[config.mk]
export PLATFORM = sky130hd
export DESIGN_NAME = display_frame_store
export DESIGN_NICKNAME = d
export VERILOG_FILES = /design/src/rtl/display_frame_store.sv
export SDC_FILE = /design/constraint.sdc
export NUM_CORES = 1
export LEC_CHECK = 0
export ABC_AREA = 1
export ABC_CLOCK_PERIOD_IN_PS = 2250
export BUFFER_PORTS_ARGS = -buffer_cell sky130_fd_sc_hd__buf_2
export CORE_MARGIN = 4
export CORE_UTILIZATION = 50
export CTS_BUF_LIST = sky130_fd_sc_hd__clkbuf_4 sky130_fd_sc_hd__clkbuf_8
export DETAILED_ROUTE_END_ITERATION = 7
export PLACE_DENSITY = 0.68
export SLEW_MARGIN = 20
export SYNTH_ARGS = -nofsm -noshare
export SYNTH_HDL_FRONTEND = slang
export SYNTH_SLANG_ARGS = --single-unit
[constraint.sdc]
create_clock -name CLK -period 2.25 [get_ports CLK]
set_input_delay 0.3375 -clock CLK [delete_from_list [all_inputs] [get_ports CLK]]
set_output_delay 0.3375 -clock CLK [all_outputs]
set_load 0.02 [all_outputs]
[src/rtl/display_frame_store.sv]
// Double-buffered frame store for the 74595 row-scan driver.
// The host writes the back buffer. A swap takes effect only at a frame boundary, and an
// optional tick-driven engine animates the front buffer. The scan driver reads the front
// buffer through a registered read port.
// Optional feature macro: FRAME_STORE_COPY_ON_SWAP_EN. When it is defined, the swap also
// loads the new back buffer with a copy of the new front, so host edits can be incremental.
module display_frame_store #(
  parameter int ROWS  = 4,
  parameter int COLS  = 8,
  parameter int ROW_W = $clog2(ROWS)
) (
  input  logic             CLK,
  input  logic             RST,
  input  logic             wr_en,
  input  logic [ROW_W-1:0] wr_row,
  input  logic [COLS-1:0]  wr_data,
  input  logic             swap_req,
  output logic             swap_pending,
  input  logic             frame_start,
  input  logic [ROW_W-1:0] rd_row,
  output logic [COLS-1:0]  rd_data,
  input  logic             tick,
  input  logic             auto_en,
  input  logic [1:0]       mode
);

  typedef enum logic {StIdle, StPending} swap_st_e;
  typedef logic [ROWS-1:0][COLS-1:0] frame_t;

  swap_st_e        state_q;
  logic            front_sel_q;
  frame_t          buf0_q, buf0_d;
  frame_t          buf1_q, buf1_d;
  logic            tick_pending_q, tick_pending_d;
  logic [COLS-1:0] rd_data_q;

  frame_t front_cur, back_cur;
  frame_t front_new, back_new;
  logic   swap_exec;
  logic   upd_exec;

  // A swap beats an auto-update at the same frame boundary; the update waits one frame.
  assign swap_exec = (state_q == StPending) && frame_start;
  assign upd_exec  = frame_start && tick_pending_q && auto_en && !swap_exec;

  // Next contents of both buffers: host write into back, optional transform of front.
  always_comb begin
    front_cur = front_sel_q ? buf1_q : buf0_q;
    back_cur  = front_sel_q ? buf0_q : buf1_q;

    back_new = back_cur;
    if (wr_en) begin
      back_new[wr_row] = wr_data;
    end

    front_new = front_cur;
    if (upd_exec) begin
      unique case (mode)
        2'b01: begin
          for (int r = 1; r < ROWS; r++) begin
            front_new[ROW_W'(r)] = front_cur[ROW_W'(r - 1)];
          end
          front_new[0] = front_cur[0] + COLS'(1);
        end
        2'b10: begin
          for (int r = 0; r < ROWS; r++) begin
            front_new[ROW_W'(r)] = {front_cur[ROW_W'(r)][COLS-2:0],
                                    front_cur[ROW_W'(r)][COLS-1]};
          end
        end
        2'b11: begin
          for (int r = 0; r < ROWS; r++) begin
            front_new[ROW_W'(r)] = ~front_cur[ROW_W'(r)];
          end
        end
        default: begin
          front_new = front_cur;
        end
      endcase
    end

    buf0_d = front_sel_q ? back_new : front_new;
    buf1_d = front_sel_q ? front_new : back_new;
`ifdef FRAME_STORE_COPY_ON_SWAP_EN
    // The old front becomes the new back and takes the new front image, including any
    // write landing in this cycle.
    if (swap_exec) begin
      buf0_d = back_new;
      buf1_d = back_new;
    end
`endif

    // A tick in the same cycle as an update re-arms the engine for the next frame.
    tick_pending_d = tick | (tick_pending_q & ~upd_exec);
  end

  // Swap FSM: arm on swap_req, flip the front select at the next frame boundary.
  always_ff @(posedge CLK or posedge RST) begin
    if (RST) begin
      state_q     <= StIdle;
      front_sel_q <= 1'b0;
    end else begin
      unique case (state_q)
        StIdle: begin
          if (swap_req) begin
            state_q <= StPending;
          end
        end
        StPending: begin
          if (frame_start) begin
            front_sel_q <= ~front_sel_q;
            state_q     <= StIdle;
          end
        end
        default: begin
          state_q <= StIdle;
        end
      endcase
    end
  end

  // Buffer storage, tick latch and the registered scan read port.
  always_ff @(posedge CLK or posedge RST) begin
    if (RST) begin
      buf0_q         <= '0;
      buf1_q         <= '0;
      tick_pending_q <= 1'b0;
      rd_data_q      <= '0;
    end else begin
      buf0_q         <= buf0_d;
      buf1_q         <= buf1_d;
      tick_pending_q <= tick_pending_d;
      rd_data_q      <= front_cur[rd_row];
    end
  end

  assign rd_data      = rd_data_q;
  assign swap_pending = (state_q == StPending);

endmodule

Yosys cells after proc, flatten, opt, wreduce, memory -nomap -nowiden

Index checks and enable logic that the tools add are counted.
W data, S select, Z words.

Register bits: 75
Bits in latches: 0
RAM bits: 0
ROM bits: 0
Input port bits: 21
Output and inout port bits: 9
Logic and storage cells: 48
Memories kept: 0

Add/subtract/negate cells: 1
Multiply operators: 0
Divide/modulo/power cells: 0
Order comparisons: 3
Equal/unequal tests: 3
Shifts and indexed selects: 0
Mux-type cells: 15
Bitwise logic cells: 7
Reductions and logical operators: 7

Operator list:

| cell                  | number |
|---|---|
| $mux W32              | 5 |
| $pmux W16 S3          | 1 |
| $bwmux W32            | 1 |
| $bmux W8 S2           | 1 |
| $demux W8 S2          | 1 |
| $mux W16              | 1 |
| $mux W8               | 2 |
| $not A8 Y8            | 2 |
| $add A8 B1 Y8 const B | 1 |
| $lt A2 B3 Y1 const B  | 2 |
| $logic_and A1 B1 Y1   | 5 |
| $eq A2 B2 Y1 const B  | 2 |
| $not A1 Y1            | 3 |
| $eq A2 B1 Y1 const B  | 1 |
| $ge A2 B1 Y1 const B  | 1 |
| $mux W1               | 2 |
| $pmux W1 S2           | 1 |
| $reduce_and A2 Y1     | 1 |
| $and A1 B1 Y1         | 1 |
| $logic_not A1 Y1      | 1 |
| $or A1 B1 Y1          | 1 |

Logic depth before layout (Yosys ltp)

Depth in word-level cells: 7
Depth in mapped cells: 14
Gate-level depth less buffers: 14

Worst setup path before layout

Ideal clock, no wire load.

Kind: register to register
From: reg front_sel_q
To: reg buf0_q[6] in the netlist's numbering
Library setup time: 117 ps
Arrival: 1497 ps
Required time: 2133 ps
Path slack: 637 ps
Stages on the path, launching flop included: 14
Buffers on the path: 1
Clock period less this slack: 1613 ps
Cells stage by stage: dfrtp_1 buf_6 nand2_2 nand2_4 ha_1 inv_1 nor2_2 nand2_1 nand2_1 nand2_1 o21ai_1 nand2_1 nand2_1 nand2_1

RTL lines:

| item                     | line | source |
|---|---|---|
| start: declaration       | 31   | `logic front_sel_q;` |
| start signal: assignment | 111  | `front_sel_q <= ~front_sel_q;` |
| end signal: assignment   | 130  | `buf0_q <= buf0_d;` |
| end: declaration         | 32   | `frame_t buf0_q, buf0_d;` |

==> reports/summary.txt <==
Outcome - finished, final reports clean
CP Launch Type - register
Crit path cell chain - inv_2 -> nand2_1 -> nand2_2 -> ha_1 -> inv_1 -> nor2_2 -> nand2_1 -> nand2_1 -> nand2_1 -> o21ai_1 -> nand2_1 -> nand2_1 -> nand2_1
Rel. slew slack - 0.583
Top-area cell type share of the netlist area - 0.425
Fmax - 538 MHz
Synth top cells by count - nand2_1, dfrtp_1, o21ai_0, nand3_1, nor2_1
DIE WIDTH - 102 um
Placer Congestion - 0.949
Post-CTS Resized - 0
Max Used Layer - met4
Post-DP HPWL - 7.62 mm
Most frequent cell after synthesis - nand2_1
Static leakage - 2.26 nW
Share of cells above drive strength 1 - 0.142
Worst EP required - 2.51 ns
Count of different cell masters after synthesis - 32
Die ar. - 0.0104 mm2
CTS Buffer Depth - 2
Post-CTS Hold Buffers - 0
Synth Area in XOR/XNOR - 0.00198
Pre-CTS setup slack - 0.404 ns
Seq/Total Area, Yosys - 0.425
PortBufs - 29
Largest family of logic cells by synthesized area - simple AND/OR/NAND/NOR gates
Syn Std Cell Area - 0.00441 mm2
# DRC - 0
HP Class - in -> async
Syn avg cell area - 7.18 um2
Gate Count Post-Synth - 615
Ys flop type - dfrtp_1
Total wire length - 11.1 mm
Synth Area in Adders - 0.00284
Initial antenna violation count - 0
Top cells by area, synth - dfrtp_1, nand2_1, o21ai_0, nand3_1, o21ai_1
# Post-CTS Setup Buffers - 0
M1 WL - 5.16 mm
I/O Pins - 30
Pwr dens - 1410 mW/mm2
Die Y - 102 um
Tcrit/Tclk final - 0.825
Vias per cell - 5.62
Critical Path Fanout Max - 9
Seq cells post-synth - 75
Vias in the first global route - 4005
Worst-path clk slew - 0.09 ns
Starting Density - 0.511
Core ar. - 0.00864 mm2
RSZ-0062 raised after global routing - no
Setup TNS - 0 ns
First-pass GRT wire length - 19.0 mm
Antenna diode count - 0
Worst Setup Slack, final - 0.393 ns
First-pass detailed-route iteration total - 5
Syn_nets - 637
Met3 routed WL - 472 um
Crit path kind - reg -> reg
Worst Path Arrival - 2.12 ns
Post-synth EDFFs - 0
Total GRT Usage - 0.229
Asr flop ratio synth - 1.00
Final hold vios - 0
Vias - 4169
CP peak stage delay - 0.47 ns
Pin count of the biggest net entering global routing - 76
Worst vdd ir - 780 uV
Slew at the pin with the worst max-slew slack - 0.624 ns
Count of pins over their slew limit - 0
Post-synthesis compound-gate area fraction - 0.176
Drt wl/cell - 14.9 um
Mux contribution to synthesized area - 0
Final antenna-violating net count - 0
CTS Buf Count - 9
# setup viols final - 0
Most frequent CP cell - nand2_1
Htree depth - 3
Number of cell rows - 34
Met2 WL - 5.28 mm
Synth area leader - dfrtp_1
Root buf cell - clkbuf_8
Remaining global-route overflow - 0
Area Overhead vs Synth - 8.39%
Clock skew - 0.0116 ns
Detailed Route Iter0 Violations - 216
Ys Warns - 0
CP max-delay cell - dfrtp_2
CTS tree - yes
MaxCap Viol Count - 0
Post-synthesis simple-gate area fraction - 0.324
Min cycle time layout - 1.86 ns
CP endpoint kind - register
Count of clock tree sinks - 75
Clock latency on the worst-skew pair - 0.36 ns
Nets - 651
[metrics by stage]
stage | util | power, mW | cell area, um2 | cells | hold WS (ns)
global route | 0.554 | 7.37 | 4780 | 742 | 0.0986
global placement | 0.531 | 5.53 | 4580 | 726 | 0.453
detailed placement | 0.531 | 5.66 | 4580 | 726 | 0.460
CTS | 0.554 | 6.76 | 4780 | 742 | 0.0717
finish | 0.554 | 6.73 | 4780 | 742 | 0.0562
floorplan | - | 4.99 | 4410 | 615 | 0.430
[cell usage in the layout, fill, tap and decap left out, types with 2 or more instances in the layout]
cell type and instances:
inv_1 23, o21ai_0 65, inv_2 7, dfrtp_1 74, clkbuf_8 10, o211ai_1 3
o2111ai_1 6, nand2_4 4, nand3_1 48, a31oi_1 15, clkinv_2 2, nand4_1 2
nand2_1 224, nor2_4 3, nand2_2 13, clkinvlp_4 2, o22ai_1 5, buf_4 9
nor3_1 4, nor2_2 3, a21oi_1 11, nor2_1 30, o21ai_1 29, buf_2 29
[final timing paths]
kind	from	end	slack, ns	depth (start not counted)
setup / recovery	front_sel_q	buf1_q[6]	0.39	13
hold / removal	RST	buf0_q[1]	0.06	3
setup reg to reg	front_sel_q	buf1_q[6]	0.39	13
hold reg to reg	tick_pending_q	tick_pending_q	0.51	1
max in group asynchronous	RST	front_sel_q	1.88	3
min in group CLK	tick	tick_pending_q	0.15	2
[kinds of logic (layout without fill, tap and decap cells)]
kind of cell,count (synthesis),after routing
xor+xnor,1,1
compound gates,139,139
flops,75,75
fa+ha+maj,1,1
buf+inv,66,85
simple gates,333,333
[routing by layer]
layer / vias up / global-route usage
met5: - / 0
met4: 0 / 0.0858
met3: 18 / 0.0307
met2: 87 / 0.365
met1: 2000 / 0.321
li1: 2064 / -
[sequential cells by signal, indices dropped and copies added, names as in the netlist]
name	count
front_sel_q	1
buf1_q	32
buf0_q	32
tick_pending_q	1
swap_pending	1
rd_data	8
[worst max-delay path: cells and delay by family, from the launching register on]
kind | cells | cell delay, ns
and+or+nand+nor | 9 | 0.79
adders and majority gates | 1 | 0.17
AOI/OAI and AO/OA | 1 | 0.12
DFF | 1 | 0.47
buffers and inverters | 2 | 0.21
[where the power goes]
| group | total, mW | internal (mW) | switching, mW |
|---|---|---|---|
| logic | 3.38 | 1.09 | 2.29 |
| clock network | 1.09 | 0.543 | 0.548 |
| registers | 2.26 | 1.96 | 0.304 |
| total | 6.73 | 3.59 | 3.14 |
[cell type report]
cell class,instances,area [um2]
clock inverters,6,63.8
flip-flops and latches,75,1880
clock buffers,10,138
inverters,30,113
well taps,108,135
multi-input cells,474,2220
repair buffers,39,233
fillers,848,3850
Power figures use the tool's default switching activity.
